==> src/rtl/ex_stage.sv <==
// ---------------------------------------------------------------------------
// ex_stage -- execute stage of the in-order pipeline.
//
// Takes decoded operands from ID over a valid/ready handshake, produces either
// a single-cycle ALU result or runs a WIDTH-cycle shift-add multiply, and keeps
// the result in an output register until the MEM/WB side consumes it.
//
// Ports
//   clk_i          clock, all state on the rising edge
//   rst_i          synchronous active-high reset
//   flush_i        kill in-flight work (branch redirect)
//   id_valid_i     ID presents an instruction
//   ex_ready_o     EX can accept this cycle (combinational)
//   id_op_i        operation code: 0 ADD 1 SUB 2 AND 3 OR 4 XOR 5 SLL 6 SRL
//                  7 SRA 8 SLT 9 SLTU 10 MUL, 11..15 illegal
//   id_opa_i       operand A
//   id_opb_i       operand B
//   id_imm_i       sign-extended immediate
//   id_use_imm_i   1 selects id_imm_i as operand B
//   id_rd_i        destination register
//   id_wb_en_i     instruction writes back
//   id_pc_i        instruction PC
//   ex_valid_o     output register holds a result
//   mem_ready_i    downstream consumes the result this cycle
//   ex_result_o    result
//   ex_rd_o        destination register
//   ex_wb_en_o     write-back enable
//   ex_pc_o        PC
//   ex_illegal_o   held instruction had an illegal opcode
// ---------------------------------------------------------------------------
module ex_stage #(
  parameter int WIDTH        = 32,
  parameter int REG_ADDR_LEN = 5,
  parameter int SHAMT_W      = 5
) (
  input  logic                    clk_i,
  input  logic                    rst_i,
  input  logic                    flush_i,
  input  logic                    id_valid_i,
  output logic                    ex_ready_o,
  input  logic [3:0]              id_op_i,
  input  logic [WIDTH-1:0]        id_opa_i,
  input  logic [WIDTH-1:0]        id_opb_i,
  input  logic [WIDTH-1:0]        id_imm_i,
  input  logic                    id_use_imm_i,
  input  logic [REG_ADDR_LEN-1:0] id_rd_i,
  input  logic                    id_wb_en_i,
  input  logic [WIDTH-3:0]        id_pc_i,
  output logic                    ex_valid_o,
  input  logic                    mem_ready_i,
  output logic [WIDTH-1:0]        ex_result_o,
  output logic [REG_ADDR_LEN-1:0] ex_rd_o,
  output logic                    ex_wb_en_o,
  output logic [WIDTH-3:0]        ex_pc_o,
  output logic                    ex_illegal_o
);

  localparam int CNT_W = $clog2(WIDTH);

  localparam logic [3:0] OP_ADD  = 4'd0;
  localparam logic [3:0] OP_SUB  = 4'd1;
  localparam logic [3:0] OP_AND  = 4'd2;
  localparam logic [3:0] OP_OR   = 4'd3;
  localparam logic [3:0] OP_XOR  = 4'd4;
  localparam logic [3:0] OP_SLL  = 4'd5;
  localparam logic [3:0] OP_SRL  = 4'd6;
  localparam logic [3:0] OP_SRA  = 4'd7;
  localparam logic [3:0] OP_SLT  = 4'd8;
  localparam logic [3:0] OP_SLTU = 4'd9;
  localparam logic [3:0] OP_MUL  = 4'd10;

  typedef enum logic [0:0] {
    ST_IDLE = 1'b0,
    ST_MUL  = 1'b1
  } state_e;

  state_e                  state_q;
  logic                    ex_valid_q;
  logic [WIDTH-1:0]        ex_result_q;
  logic [REG_ADDR_LEN-1:0] ex_rd_q;
  logic                    ex_wb_en_q;
  logic [WIDTH-3:0]        ex_pc_q;
  logic                    ex_illegal_q;
  logic [WIDTH-1:0]        mcand_q;
  logic [WIDTH-1:0]        mplier_q;
  logic [WIDTH-1:0]        acc_q;
  logic [CNT_W-1:0]        cnt_q;

  logic [WIDTH-1:0]        opb_s;
  logic [SHAMT_W-1:0]      shamt_s;
  logic [WIDTH-1:0]        alu_s;
  logic [WIDTH-1:0]        acc_d;
  logic                    illegal_s;
  logic                    accept_s;

  // Ready only when idle and the output register is empty or draining now.
  assign ex_ready_o = !rst_i && (state_q == ST_IDLE) && (!ex_valid_q || mem_ready_i);
  assign accept_s   = id_valid_i && ex_ready_o && !flush_i;
  assign opb_s      = id_use_imm_i ? id_imm_i : id_opb_i;
  assign shamt_s    = opb_s[SHAMT_W-1:0];
  assign illegal_s  = (id_op_i > OP_MUL);
  // Accumulator value after this multiplier step.
  assign acc_d      = mplier_q[0] ? (acc_q + mcand_q) : acc_q;

  assign ex_valid_o   = ex_valid_q;
  assign ex_result_o  = ex_result_q;
  assign ex_rd_o      = ex_rd_q;
  assign ex_wb_en_o   = ex_wb_en_q;
  assign ex_pc_o      = ex_pc_q;
  assign ex_illegal_o = ex_illegal_q;

  // Single-cycle ALU result for the instruction currently on the ID inputs.
  always_comb begin
    alu_s = '0;
    case (id_op_i)
      OP_ADD:  alu_s = id_opa_i + opb_s;
      OP_SUB:  alu_s = id_opa_i - opb_s;
      OP_AND:  alu_s = id_opa_i & opb_s;
      OP_OR:   alu_s = id_opa_i | opb_s;
      OP_XOR:  alu_s = id_opa_i ^ opb_s;
      OP_SLL:  alu_s = id_opa_i << shamt_s;
      OP_SRL:  alu_s = id_opa_i >> shamt_s;
      OP_SRA:  alu_s = $signed(id_opa_i) >>> shamt_s;
      OP_SLT:  alu_s = {{(WIDTH-1){1'b0}}, ($signed(id_opa_i) < $signed(opb_s))};
      OP_SLTU: alu_s = {{(WIDTH-1){1'b0}}, (id_opa_i < opb_s)};
      // MUL is produced by the iterative path; illegal opcodes read as zero.
      default: alu_s = '0;
    endcase
  end

  // Control FSM, output register and shift-add multiplier datapath.
  always_ff @(posedge clk_i) begin
    if (rst_i) begin
      state_q      <= ST_IDLE;
      ex_valid_q   <= 1'b0;
      ex_result_q  <= '0;
      ex_rd_q      <= '0;
      ex_wb_en_q   <= 1'b0;
      ex_pc_q      <= '0;
      ex_illegal_q <= 1'b0;
      mcand_q      <= '0;
      mplier_q     <= '0;
      acc_q        <= '0;
      cnt_q        <= '0;
    end else if (flush_i) begin
      // Flush wins over both accept and multiply completion.
      state_q      <= ST_IDLE;
      ex_valid_q   <= 1'b0;
      ex_illegal_q <= 1'b0;
      cnt_q        <= '0;
    end else begin
      // Drain; overridden below when a new result lands on the same edge.
      if (ex_valid_q && mem_ready_i) begin
        ex_valid_q <= 1'b0;
      end
      case (state_q)
        ST_IDLE: begin
          if (accept_s) begin
            ex_rd_q <= id_rd_i;
            ex_pc_q <= id_pc_i;
            if (id_op_i == OP_MUL) begin
              // Output register is empty for the whole multiply.
              ex_wb_en_q   <= id_wb_en_i;
              ex_illegal_q <= 1'b0;
              mcand_q      <= id_opa_i;
              mplier_q     <= opb_s;
              acc_q        <= '0;
              cnt_q        <= CNT_W'(WIDTH - 1);
              state_q      <= ST_MUL;
            end else begin
              ex_result_q  <= alu_s;
              ex_wb_en_q   <= id_wb_en_i && !illegal_s;
              ex_illegal_q <= illegal_s;
              ex_valid_q   <= 1'b1;
            end
          end
        end
        ST_MUL: begin
          acc_q    <= acc_d;
          mcand_q  <= mcand_q << 1'b1;
          mplier_q <= mplier_q >> 1'b1;
          if (cnt_q == '0) begin
            ex_result_q <= acc_d;
            ex_valid_q  <= 1'b1;
            state_q     <= ST_IDLE;
          end else begin
            cnt_q <= cnt_q - CNT_W'(1);
          end
        end
        default: begin
          state_q <= ST_IDLE;
        end
      endcase
    end
  end

endmodule

==> config.mk <==
export PLATFORM = sky130hd
export DESIGN_NAME = ex_stage
export DESIGN_NICKNAME = d
export VERILOG_FILES = /design/src/rtl/ex_stage.sv
export SDC_FILE = /design/constraint.sdc
export NUM_CORES = 1
export LEC_CHECK = 0
export BUFFER_PORTS_ARGS = -buffer_cell sky130_fd_sc_hd__buf_4
export CAP_MARGIN = 20
export CORE_AREA = 10 10 262 214
export DETAILED_ROUTE_END_ITERATION = 8
export DIE_AREA = 0 0 272 224
export GPL_TIMING_DRIVEN = 0
export HOLD_SLACK_MARGIN = 0.06
export SETUP_SLACK_MARGIN = 0.15
export SLEW_MARGIN = 0
export SYNTH_ARGS = -nofsm -noshare
export SYNTH_HDL_FRONTEND = slang
export SYNTH_SLANG_ARGS = --single-unit
==> constraint.sdc <==
create_clock -name clk_i -period 6.3 [get_ports clk_i]
set_input_delay 1.26 -clock clk_i [delete_from_list [all_inputs] [get_ports clk_i]]
set_output_delay 1.26 -clock clk_i [all_outputs]
set_load 0.01 [all_outputs]
==> results.sh <==
export IMPL_critPathCapture="ex_result_o[31]"
export IMPL_vias=23100
export IMPL_cellLeakagePower_nw=8.85
export IMPL_synthesis_area_sq_mm=0.0186
export IMPL_syn_inst=2581
export IMPL_die_width_microns=272
export IMPL_synth_xor_area_share=0.0104
export IMPL_cp_end_kind="flip-flop"
export IMPL_async_flop_share=0
export IMPL_internal_power_mw=2.23
export IMPL_synth_simple_gate_area_frac=0.207
export IMPL_reg2reg_to="ex_result_o[30]"
export IMPL_drc=0
export IMPL_synth_top_family_by_area="compound AO/OA/AOI/OAI gates"
export IMPL_whs_ps=453
export IMPL_routed_wl_mm=111
export IMPL_final_antenna_net_count=0
export IMPL_final_setup_viol_count=0
export IMPL_synth_seq_cells=172
export IMPL_r2r_cells=11
export IMPL_tns_ps=0
export IMPL_hold_buffers=0
export IMPL_viasPerCell=6.57
export IMPL_period_needed_ps=6150
export IMPL_clock_skew_ps=14.2
export IMPL_seq_power_share=0.294
export IMPL_cts_tree="built"
export IMPL_ir_worst_vdd_v=0.000194
export IMPL_status="finished, final reports clean"
export IMPL_antenna_found_initial=4
export IMPL_dieArea_sq_mm=0.0609
export IMPL_reg2reg_from="mcand_q[0]"
export IMPL_io_pins=213
export IMPL_clock_path_buffers=2
export IMPL_rrSetupSlack_ps=2130
export IMPL_grt_max_degree=17
export IMPL_swShare=0.416
export IMPL_synth_seq_area_share=0.185
export IMPL_seq_area_sq_mm=0.00344
export IMPL_power_switching_mw=1.59
export IMPL_synth_compound_area_frac=0.304
export IMPL_crit_required_ps=6710
export IMPL_syn_to_final_growth_pct=17.7
export IMPL_synth_mux_area_fraction=0.134
export IMPL_timing_fmax_mhz=163
export IMPL_port_buffers=210
export IMPL_slew_headroom=0.190
export IMPL_grt_pass1_wl_mm=156
export IMPL_clock_sinks=172
export IMPL_drt_initial_drc_count=3598
export IMPL_crit_fanout=12
export IMPL_fp_row_count=74
export IMPL_synth_cell_types=92
export IMPL_nets=3098
export IMPL_synth_edf_count=0
export IMPL_drive_gt1_frac=0.128
export IMPL_worstSetupPathType="in -> reg"
export IMPL_min_delay_start="mplier_q[19]"
export IMPL_place_inst=3481
export IMPL_p_total_mw=3.82
export IMPL_gp_congestion=1.05
export IMPL_yosys_most_used_dff="dfxtp_1"
export IMPL_track_usage=0.347
export IMPL_arrival_ps=6560
export IMPL_dr_pass1_iters=8
export IMPL_ys_warn_count=0
export IMPL_clkTransAtPathRegs_ps=80
export IMPL_min_path_type="reg -> reg"
export IMPL_cts_made_buffers=17
export IMPL_routedWlPerCell_microns=31.6
export IMPL_grt_pass1_vias=21200
export IMPL_drv_cap=0
export IMPL_hold_viol=0
export IMPL_start_util=0.367
export IMPL_clkPwrFrac=0.306
export IMPL_start_kind="primary input"
export IMPL_crit_start="id_use_imm_i"
export IMPL_rsz0062_at_grt="no"
export IMPL_fillCellCount=5388
export IMPL_dp_hpwl_mm=90.8
export IMPL_final_cells=3520
export IMPL_core_area_sq_mm=0.0506
export IMPL_clk_latency_ps=460
export IMPL_worst_pin_slew_ps=1210
export IMPL_dpl_cell_area_sq_mm=0.0211
export IMPL_die_y_microns=224
export IMPL_finalCritPeriodShare=0.977
export IMPL_multiInputGateArea_sq_mm=0.0140
export IMPL_p_comb_frac=0.400
export IMPL_drv_slew=0
export IMPL_htreeDepth=4
export IMPL_synthAdderAreaFrac=0.0928
export IMPL_fin_area_sq_mm=0.0219
export IMPL_cellPowerDensity_mw_per_mm2=175
export IMPL_syn_avg_cell_area_sq_um=7.20
export IMPL_synth_nets=2859
export IMPL_cts_root_buf="clkbuf_16"
export IMPL_grt_overflow=0
[synth_stat cells, types with 49 or more instances]
cell type,count,share of area
mux2i_1,200,0.11
o21ai_0,177,0.048
ha_1,133,0.090
inv_1,103,0.021
dfxtp_1,172,0.19
clkbuf_1,153,0.031
a21oi_1,223,0.060
nand2_1,341,0.069
nor3_1,63,0.017
nor2_1,235,0.047
a211oi_1,73,0.029
nand3_1,49,0.013
[layout make-up]
type | count | share of cell area
plain buffers | 200 | 0.0386
clock buffers | 19 | 0.0207
well taps | 684 | 0.0391
repair buffers | 220 | 0.0762
inverters | 107 | 0.0184
flip-flops and latches | 172 | 0.157
clock inverters | 13 | 0.00818
multi-input cells | 2102 | 0.641
diodes | 3 | 0.000343
[flip-flops by register name (all words and copies together) (netlist names)]
register	count
acc_q	32
cnt_q	5
ex_illegal_o	1
ex_pc_o	30
ex_rd_o	5
ex_result_o	32
ex_valid_o	1
ex_wb_en_o	1
mcand_q	32
mplier_q	32
state_q	1
[power groups by stage]
stage | registers (mW) | clock network (mW) | logic (mW)
after detailed placement | 1.15 | 0 | 1.42
after floorplan | 1.15 | 0 | 0.790
after global routing | 1.12 | 1.22 | 1.58
after global placement | 1.15 | 0 | 1.42
after CTS | 1.12 | 1.17 | 1.43
final | 1.12 | 1.17 | 1.53
[per-layer routing]
metal  vias up  wire length (microns)  track usage  part of all wire
li1       9969                      -            -                 -
met3       199                  15200        0.119              0.14
met4         2                   3110       0.0915             0.028
met2      1632                  42000        0.462              0.38
met5         -                      8            0          0.000072
met1     11300                  50800        0.512              0.46
[placed cells by master, fill, tap and decap left out, types with 15 or more instances in the layout]
| cell type | synthesis | layout |
|---|---|---|
| a21o_1 | 34 | 34 |
| dfxtp_1 | 172 | 172 |
| o21bai_1 | 15 | 15 |
| ha_1 | 133 | 133 |
| a221oi_1 | 19 | 19 |
| buf_4 | 3 | 216 |
| a31oi_1 | 47 | 47 |
| nand2b_1 | 44 | 44 |
| buf_2 | 22 | 25 |
| clkbuf_16 | 0 | 17 |
| nor4_1 | 19 | 17 |
| a211oi_1 | 73 | 72 |
| nor3_1 | 63 | 62 |
| o21ai_0 | 177 | 176 |
| and3_1 | 23 | 23 |
| o211ai_1 | 36 | 36 |
| nand2_1 | 341 | 341 |
| nor2_1 | 235 | 235 |
| nand3_1 | 49 | 49 |
| o21a_1 | 16 | 16 |
| inv_1 | 103 | 103 |
| a21oi_1 | 223 | 223 |
| clkbuf_1 | 153 | 151 |
| buf_1 | 16 | 15 |
| o22ai_1 | 28 | 28 |
| mux2i_1 | 200 | 190 |
[critical path, stage by stage]
cell,delay [ps]
buf_6,150
mux2i_4,560
buf_2,450
buf_2,460
buf_2,520
ha_1,360
o21bai_1,240
o211ai_1,200
a31o_2,300
o211a_1,300
o21ai_0,540
o21ai_0,330
mux2i_1,190
a31oi_1,490
o31a_1,180
[cell families after synthesis]
logic type / count (synthesis)
xor gates and xnor gates: 22
AOI/OAI and AO/OA: 860
DFF: 172
and+or+nand+nor: 855
muxes: 229
buffers and inverters: 307
adders and majority gates: 136
[timing repair]
item / 4_1_cts / 5_1_grt
gates resized for setup: 9 / 23
endpoints found under the setup margin: 11 / 11
pin swaps: 0 / 1
buffers inserted: 0 / 1
[worst min-delay path by stage]
stage / to / slack [ps] / depth (start not counted)
global route: mplier_q[19] / 470 / 2
finish: mplier_q[19] / 450 / 2
global placement: mplier_q[12] / 440 / 2
detailed placement: mplier_q[30] / 450 / 2
floorplan: mplier_q[10] / 430 / 2
CTS: mplier_q[19] / 460 / 2
[per-stage QoR]
| stage | util | setup slack [ps] |
|---|---|---|
| 2_1_floorplan | - | 1270 |
| 3_3_place_gp | 0.415 | -1340 |
| 3_5_place_dp | 0.416 | -899 |
| 4_1_cts | 0.429 | 14.3 |
| 5_1_grt | 0.432 | 151 |
| 6_report | 0.432 | 147 |
(Power assumes the default switching activity.)
